**src/rtl/gpio_bank.sv**
```systemverilog
// GPIO bank on the picosoc iomem bus: direction control, atomic set/clear/toggle,
// synchronised inputs and rising/falling edge interrupt capture.
module gpio_bank #(
  parameter int unsigned         NUM_PINS    = 8,
  parameter logic [31:0]         BASE_ADDR   = 32'h0300_0000,
  parameter int unsigned         SYNC_STAGES = 2,
  parameter logic [NUM_PINS-1:0] RESET_OUT   = '0
) (
  input  logic                clk,
  input  logic                reset,
  input  logic                iomem_valid,
  output logic                iomem_ready,
  input  logic [3:0]          iomem_wstrb,
  input  logic [31:0]         iomem_addr,
  input  logic [31:0]         iomem_wdata,
  output logic [31:0]         iomem_rdata,
  input  logic [NUM_PINS-1:0] gpio_in,
  output logic [NUM_PINS-1:0] gpio_out,
  output logic [NUM_PINS-1:0] gpio_oe,
  output logic                irq
);

  localparam int unsigned W = NUM_PINS;

  localparam logic [5:0] REG_OUT     = 6'h00;
  localparam logic [5:0] REG_DIR     = 6'h01;
  localparam logic [5:0] REG_IN      = 6'h02;
  localparam logic [5:0] REG_SET     = 6'h03;
  localparam logic [5:0] REG_CLR     = 6'h04;
  localparam logic [5:0] REG_TGL     = 6'h05;
  localparam logic [5:0] REG_RISE_EN = 6'h06;
  localparam logic [5:0] REG_FALL_EN = 6'h07;
  localparam logic [5:0] REG_STATUS  = 6'h08;

  logic [W-1:0] out_q, out_d;
  logic [W-1:0] dir_q, dir_d;
  logic [W-1:0] rise_en_q, rise_en_d;
  logic [W-1:0] fall_en_q, fall_en_d;
  logic [W-1:0] status_q, status_d;
  logic [W-1:0] prev_q, prev_d;
  logic [SYNC_STAGES-1:0][W-1:0] sync_q, sync_d;
  logic         ready_q, ready_d;
  logic [31:0]  rdata_q, rdata_d;
  logic         irq_q, irq_d;

  logic [W-1:0] in_c, rise_c, fall_c, wmask_c, wbits_c, w1c_c;
  logic [31:0]  bmask_c, rd_val_c;
  logic [5:0]   word_c;
  logic         hit_c, wr_c;
  logic         unused_ok;

  assign unused_ok = ^{iomem_addr[1:0], iomem_wdata};

  // Decode, register writes, edge capture and read mux
  always_comb begin
    out_d     = out_q;
    dir_d     = dir_q;
    rise_en_d = rise_en_q;
    fall_en_d = fall_en_q;
    w1c_c     = '0;
    rd_val_c  = 32'h0;

    sync_d[0] = gpio_in;
    for (int i = 1; i < int'(SYNC_STAGES); i++) begin
      sync_d[i] = sync_q[i-1];
    end
    in_c   = sync_q[SYNC_STAGES-1];
    prev_d = in_c;
    rise_c = in_c & ~prev_q;
    fall_c = ~in_c & prev_q;

    // ready_q blocks re-decode of the request being acknowledged
    hit_c   = iomem_valid && !ready_q && (iomem_addr[31:8] == BASE_ADDR[31:8]);
    wr_c    = hit_c && (iomem_wstrb != 4'b0000);
    word_c  = iomem_addr[7:2];
    bmask_c = {{8{iomem_wstrb[3]}}, {8{iomem_wstrb[2]}},
               {8{iomem_wstrb[1]}}, {8{iomem_wstrb[0]}}};
    wmask_c = W'(bmask_c);
    wbits_c = W'(iomem_wdata & bmask_c);

    if (wr_c) begin
      case (word_c)
        REG_OUT:     out_d     = (out_q & ~wmask_c) | wbits_c;
        REG_DIR:     dir_d     = (dir_q & ~wmask_c) | wbits_c;
        REG_SET:     out_d     = out_q | wbits_c;
        REG_CLR:     out_d     = out_q & ~wbits_c;
        REG_TGL:     out_d     = out_q ^ wbits_c;
        REG_RISE_EN: rise_en_d = (rise_en_q & ~wmask_c) | wbits_c;
        REG_FALL_EN: fall_en_d = (fall_en_q & ~wmask_c) | wbits_c;
        REG_STATUS:  w1c_c     = wbits_c;
        default:     ;
      endcase
    end

    // A new edge wins over a simultaneous W1C
    status_d = (status_q & ~w1c_c) | (rise_c & rise_en_q) | (fall_c & fall_en_q);
    irq_d    = |(status_q & (rise_en_q | fall_en_q));

    case (word_c)
      REG_OUT:     rd_val_c = 32'(out_q);
      REG_DIR:     rd_val_c = 32'(dir_q);
      REG_IN:      rd_val_c = 32'(in_c);
      REG_RISE_EN: rd_val_c = 32'(rise_en_q);
      REG_FALL_EN: rd_val_c = 32'(fall_en_q);
      REG_STATUS:  rd_val_c = 32'(status_q);
      default:     rd_val_c = 32'h0;
    endcase

    ready_d = hit_c;
    rdata_d = hit_c ? rd_val_c : rdata_q;
  end

  always_ff @(posedge clk) begin
    if (reset) begin
      out_q     <= RESET_OUT;
      dir_q     <= '0;
      rise_en_q <= '0;
      fall_en_q <= '0;
      status_q  <= '0;
      prev_q    <= '0;
      sync_q    <= '0;
      ready_q   <= 1'b0;
      rdata_q   <= 32'h0;
      irq_q     <= 1'b0;
    end else begin
      out_q     <= out_d;
      dir_q     <= dir_d;
      rise_en_q <= rise_en_d;
      fall_en_q <= fall_en_d;
      status_q  <= status_d;
      prev_q    <= prev_d;
      sync_q    <= sync_d;
      ready_q   <= ready_d;
      rdata_q   <= rdata_d;
      irq_q     <= irq_d;
    end
  end

  assign gpio_out    = out_q;
  assign gpio_oe     = dir_q;
  assign irq         = irq_q;
  assign iomem_ready = ready_q;
  assign iomem_rdata = rdata_q;

endmodule

```
**config.mk**
```make
export PLATFORM = sky130hd
export DESIGN_NAME = gpio_bank
export DESIGN_NICKNAME = d
export VERILOG_FILES = /design/src/rtl/gpio_bank.sv
export SDC_FILE = /design/constraint.sdc
export NUM_CORES = 1
export LEC_CHECK = 0
export ABC_CLOCK_PERIOD_IN_PS = 2350
export CAP_MARGIN = 40
export CORE_MARGIN = 2
export CORE_UTILIZATION = 45
export DETAILED_ROUTE_END_ITERATION = 7
export GPL_TIMING_DRIVEN = 0
export PLACE_DENSITY = 0.77
export SLEW_MARGIN = 0
export SYNTH_ARGS = -nofsm -noshare
export SYNTH_HDL_FRONTEND = slang
export SYNTH_SLANG_ARGS = --single-unit
```
**constraint.sdc**
```tcl
create_clock -name clk -period 2.35 [get_ports clk]
set_clock_uncertainty 0.05 [all_clocks]
set_input_delay 0.47 -clock clk [delete_from_list [all_inputs] [get_ports clk]]
set_output_delay 0.47 -clock clk [all_outputs]
set_load 0.01 [all_outputs]
```
---- Yosys cells after proc, flatten, opt, wreduce, memory -nomap -nowiden ----
Index checks and enable logic that the tools add are counted.
word-level totals
  bits in registers ....................... 98
  input port bits ......................... 79
  output and inout bits ................... 50
cells by class
  eq/ne operators ......................... 9
  muxes and demuxes ....................... 4
  bitwise gates (word level) .............. 26
  reductions and logical operators ........ 12
operators with widths
  kind                  count
  $and 8x8->8           12
  $or 8x8->8            8
  $pmux 8 s6            1
  $not 8->8             5
  $pmux 8 s4            1
  $eq 24x18->1 const B  1
  $eq 6x3->1 const B    4
  $mux 8                2
  $eq 6x2->1 const B    2
  $reduce_and 2->1      4
  $reduce_bool 4->1     2
  $reduce_or 8->1       1
  $xor 8x8->8           1
  $eq 6x1->1 const B    1
  $eq 6x4->1 const B    1
  $logic_not 6->1       1
  $logic_and 1x1->1     3
  $logic_not 1->1       1

---- Longest topological paths before layout ----
Gate-level depths: netlist of the first run.
  depth in word-level cells ............... 9
  mapped depth ............................ 9

---- Worst setup path before layout of the first run ----
No wires, ideal clock.
  path kind ............................... input port to flip-flop
  start point ............................. input iomem_addr[29]
  end point ............................... register status_q[0]
  arrival time ............................ 1.767 ns
  required time ........................... 2.168 ns
  slack ................................... 0.401 ns
  cell stages on the path ................. 6
  cells stage by stage .................... nor4b_1 nand3_1 or2_2 buf_2 o31ai_1 a31oi_1
between the ends
  cells in the longest elaborated chain, start to end .. 8
RTL lines
  what                      line  source
  from (decl)               14    input logic [31:0] iomem_addr,
  $eq 24x18->1              73    hit_c = iomem_valid && !ready_q && (iomem_addr[31:8] == BASE_ADDR[31:8]);
  $logic_and 1x1->1         73
  $logic_and 1x1->1         74    wr_c = hit_c && (iomem_wstrb != 4'b0000);
  $mux 8                    81    if (wr_c) begin
  $not 8->8                 96    status_d = (status_q & ~w1c_c) | (rise_c & rise_en_q) | (fall_c & fall_en_q);
  $and 8x8->8               96
  $or 8x8->8 (2 in series)  96
  to (signal assigned)      130   status_q <= status_d;
  to (decl)                 39    logic [W-1:0] status_q, status_d;
No other way between the ends.
A chain may end at the register's enable or synchronous reset.

---- Final worst setup path of the first run ----
  start point ............................. input iomem_addr[18]
  end point ............................... register rdata_q[3], in the netlist iomem_rdata[3]
between the ends
  cells in the longest elaborated chain, start to end .. 2
RTL lines
  what                  line  source
  $eq 24x18->1          73
  $logic_and 1x1->1     73
  to (signal assigned)  134   rdata_q <= rdata_d;
  to (decl)             43    logic [31:0] rdata_q, rdata_d;
No other way between the ends.

==> results of run 1 <==
[where the power goes]
group          internal (mW)  switching [mW]  total [mW]
clock network          0.593           0.479        1.07
registers               1.27         0.00824        1.28
logic                  0.150           0.131       0.281
total                   2.01           0.618        2.63
[cells in the final DEF (no fill, tap or decap), types with 6 or more instances in the layout]
cell	instances
mux2_2	7
clkdlybuf4s50_1	77
nor2_1	35
clkbuf_1	13
a222oi_1	7
a21oi_1	12
ha_1	8
o21bai_1	7
a221o_1	8
nand3b_1	17
nand2_1	14
nor2b_1	24
a22oi_1	8
nand2b_1	9
o21ai_0	17
o31ai_1	7
conb_1	24
nor4b_2	6
a31oi_1	15
dfxtp_1	74
clkbuf_8	9
mux2i_1	25
buf_4	32
[through the flow]
step                      area [sq um]  setup slack (ns)  hold slack [ns]  std cells
final                             4931           0.04796           0.3928        608
after global routing              4931          -0.03996           0.4108        608
after CTS                         4871           0.03087           0.3971        604
after detailed placement          4626           -0.7618           0.3782        588
after global placement            4626           -0.7855           0.3683        588
after floorplan                   3727            0.4007           0.3638        409
[layout make-up]
| cell class | count | area (sq um) | share of cell area, % |
|---|---|---|---|
| well taps | 102 | 127.6 | 2.588 |
| clock buffers | 10 | 127.6 | 2.588 |
| multi-input cells | 286 | 1996 | 40.47 |
| repair buffers | 82 | 812.0 | 16.47 |
| flip-flops and latches | 74 | 1481 | 30.04 |
| inverters | 1 | 3.754 | 0.07612 |
| clock inverters | 5 | 78.83 | 1.599 |
| plain buffers | 48 | 304.0 | 6.166 |
[repair_timing]
item	CTS	global route
pin swaps	1	4
gates resized for setup	7	8
setup endpoints to repair	26	36
buffers inserted	1	4
gates cloned	0	0
[worst max-delay path: cells and delay by family]
| kind | cells | cell delay [ns] |
|---|---|---|
| and+or+nand+nor | 3 | 1.00 |
| AOI/OAI and AO/OA | 2 | 0.25 |
| buffers and inverters | 2 | 0.80 |
[worst paths after layout]
kind / startpoint / slack, ns / to
worst max-delay path: iomem_addr[18] / 0.05 / iomem_rdata[3]$_SDFFE_PP0P_
worst min-delay path: sync_d[14]$_SDFF_PP0_ / 0.39 / in_c[6]$_SDFF_PP0_
worst min register to register: sync_d[14]$_SDFF_PP0_ / 0.39 / in_c[6]$_SDFF_PP0_
worst max register to register: iomem_ready$_SDFF_PP0_ / 0.27 / iomem_rdata[3]$_SDFFE_PP0P_
[layer usage]
| metal | routed length [microns] | share of wire [%] | GRT usage [%] |
|---|---|---|---|
| met1 | 4425 | 42 | 29.96 |
| met2 | 4871 | 46 | 39.52 |
| met3 | 1010 | 9.5 | 4.655 |
| met4 | 284 | 2.7 | 9.662 |
| met5 | 0 | 0 | 0 |
[logic make-up (layout without fill, tap and decap cells)]
logic type	after synthesis	after routing
AOI/OAI and AO/OA	90	90
xor gates and xnor gates	1	1
adders and majority gates	8	8
buffers and inverters	49	146
DFF	74	74
muxes	32	32
other	1	24
and+or+nand+nor	131	131
==> impl_results.md, run 1 <==
* Run status: completed
* Io pins at 129
* Mux contribution to synthesized area at 9.038%
* Post-Synth Adder-Cell Area at 2.749%
* Post-synth top flop: dfxtp_1
* Final ANT Viol Nets at 0
* CTS tree: built
* Clk_lat worst skew at 0.36 ns
* DRC at 0
* Arr. time, crit path at 2.53 ns
* Max Slew Vio Count at 0
* Maxcap violations at 0
* Reg clk slew, reported paths at 0.08 ns
* Most frequent cell after synthesis: dfxtp_1
* CP Max Fanout at 10
* Area grow syn2layout at 35.43%
* Routed wire length at 10590 microns
* Synth top area share at 40.69%
* Core Box Area at 0.007767 sq mm
* Fin crit period at 2.302 ns
* DR iter-0 viols at 249
* ANT cells at 0
* Post-synth EDFFs at 0
* Largest family of logic cells by synthesized area: simple AND/OR/NAND/NOR gates
* First-pass GRT wire length at 15860 microns
* Final Power at 2.629 mW
* Detailed Place HPWL at 7135 microns
* Synth area leader: dfxtp_1
* Synth top cells by count: 74 x dfxtp_1, 36 x nor2_1, 28 x buf_4
* Tcrit/Tclk final at 97.96%
* Die Ht at 93.95 microns
* Nets at 589
* Root buf cell: clkbuf_8
* Seq cells post-synth at 74
* Starting Density at 46.87%
* Setup Crit Path Kind: input port to flip-flop
* Via count at 3416
* Die X at 93.95 microns
* Max clock buf depth at 2
* GR Util All Layers at 23.71%
* Least-Margin Pin Slew at 0.7268 ns
* Mean area per synthesized cell at 9.433 sq um
* CP Capture Type: flip-flop
* Data required, critical path at 2.58 ns
* Synth Area in Compound Gates at 17.15%
* Crit-path cells: clkdlybuf4s50_1 > nor4b_2 > nand3_2 > nor2_2 > buf_2 > o21bai_1 > a31oi_1
* Mapped Area at 0.003641 sq mm
* Final hold vios at 0
* Layout cell share with drive strength beyond 1 at 15.61%
* Routability Congestion at 0.8674
* Grt total ovfl at 0
* Synth Warn # at 0
* Fmax at 434.4 MHz
* Avg Vias per Cell at 5.618
* Synth Area in Simple Gates at 21.75%
* Synth unique cells at 46
* Slowest cell delay on critical path at 0.44 ns
* Seq/Total Area, Yosys at 40.69%
* Worst hold path type: flip-flop to flip-flop
* Pin count of the biggest net entering global routing at 13
* Hold buffers post-CTS at 0
* Vias in the first global route at 3099
* Row count at 32
* Post-Synthesis Cells at 386
* Peak supply drop at 0.0003555 V
* Filler instances at 676
* Setup TNS Final at 0 ns
* Power per cell area at 533.3 mW/mm^2
* H-tree Lvls at 3
* Hold depth at 1
* Unrepaired setup endpoints after global routing: true
* Clock buffer count from CTS at 9
* CP max-delay cell: nor2_2
* Post-Synth XOR/XNOR Area at 0.2405%
* Max_slew headroom at 51.54%
* Number of setup violations in the final report at 0
* Initial antenna violation count at 0
* PortBufs at 77
* Ys async rst share at 0%
* Leakage Power at 1.831 nW
* Drt pass-1 iters at 5
* CTS sink count at 74
* Area of the die at 0.008827 sq mm
* Ranking of synthesized cells by area: dfxtp_1 41%, mux2i_1 6.9%, buf_4 5.8%
* Core Util, Final at 63.48%
* R2r worst-path depth at 7
* Routed wire per std cell at 17.42 microns
* Critical Path Start Type: input port
No activity file was read; power rests on OpenSTA's default activity.
==> run 2: changes to the inputs <==
--- a/config.mk
+++ b/config.mk
@@ -6,9 +6,10 @@
 export NUM_CORES = 1
 export LEC_CHECK = 0
 export ABC_CLOCK_PERIOD_IN_PS = 2350
-export CAP_MARGIN = 40
+export CAP_MARGIN = 10
 export CORE_MARGIN = 2
 export CORE_UTILIZATION = 45
+export CTS_CLUSTER_SIZE = 12
 export DETAILED_ROUTE_END_ITERATION = 7
 export GPL_TIMING_DRIVEN = 0
 export PLACE_DENSITY = 0.77
==> results of run 2 <==
The final DEF is identical to that of run 1; final timing and power are the same.
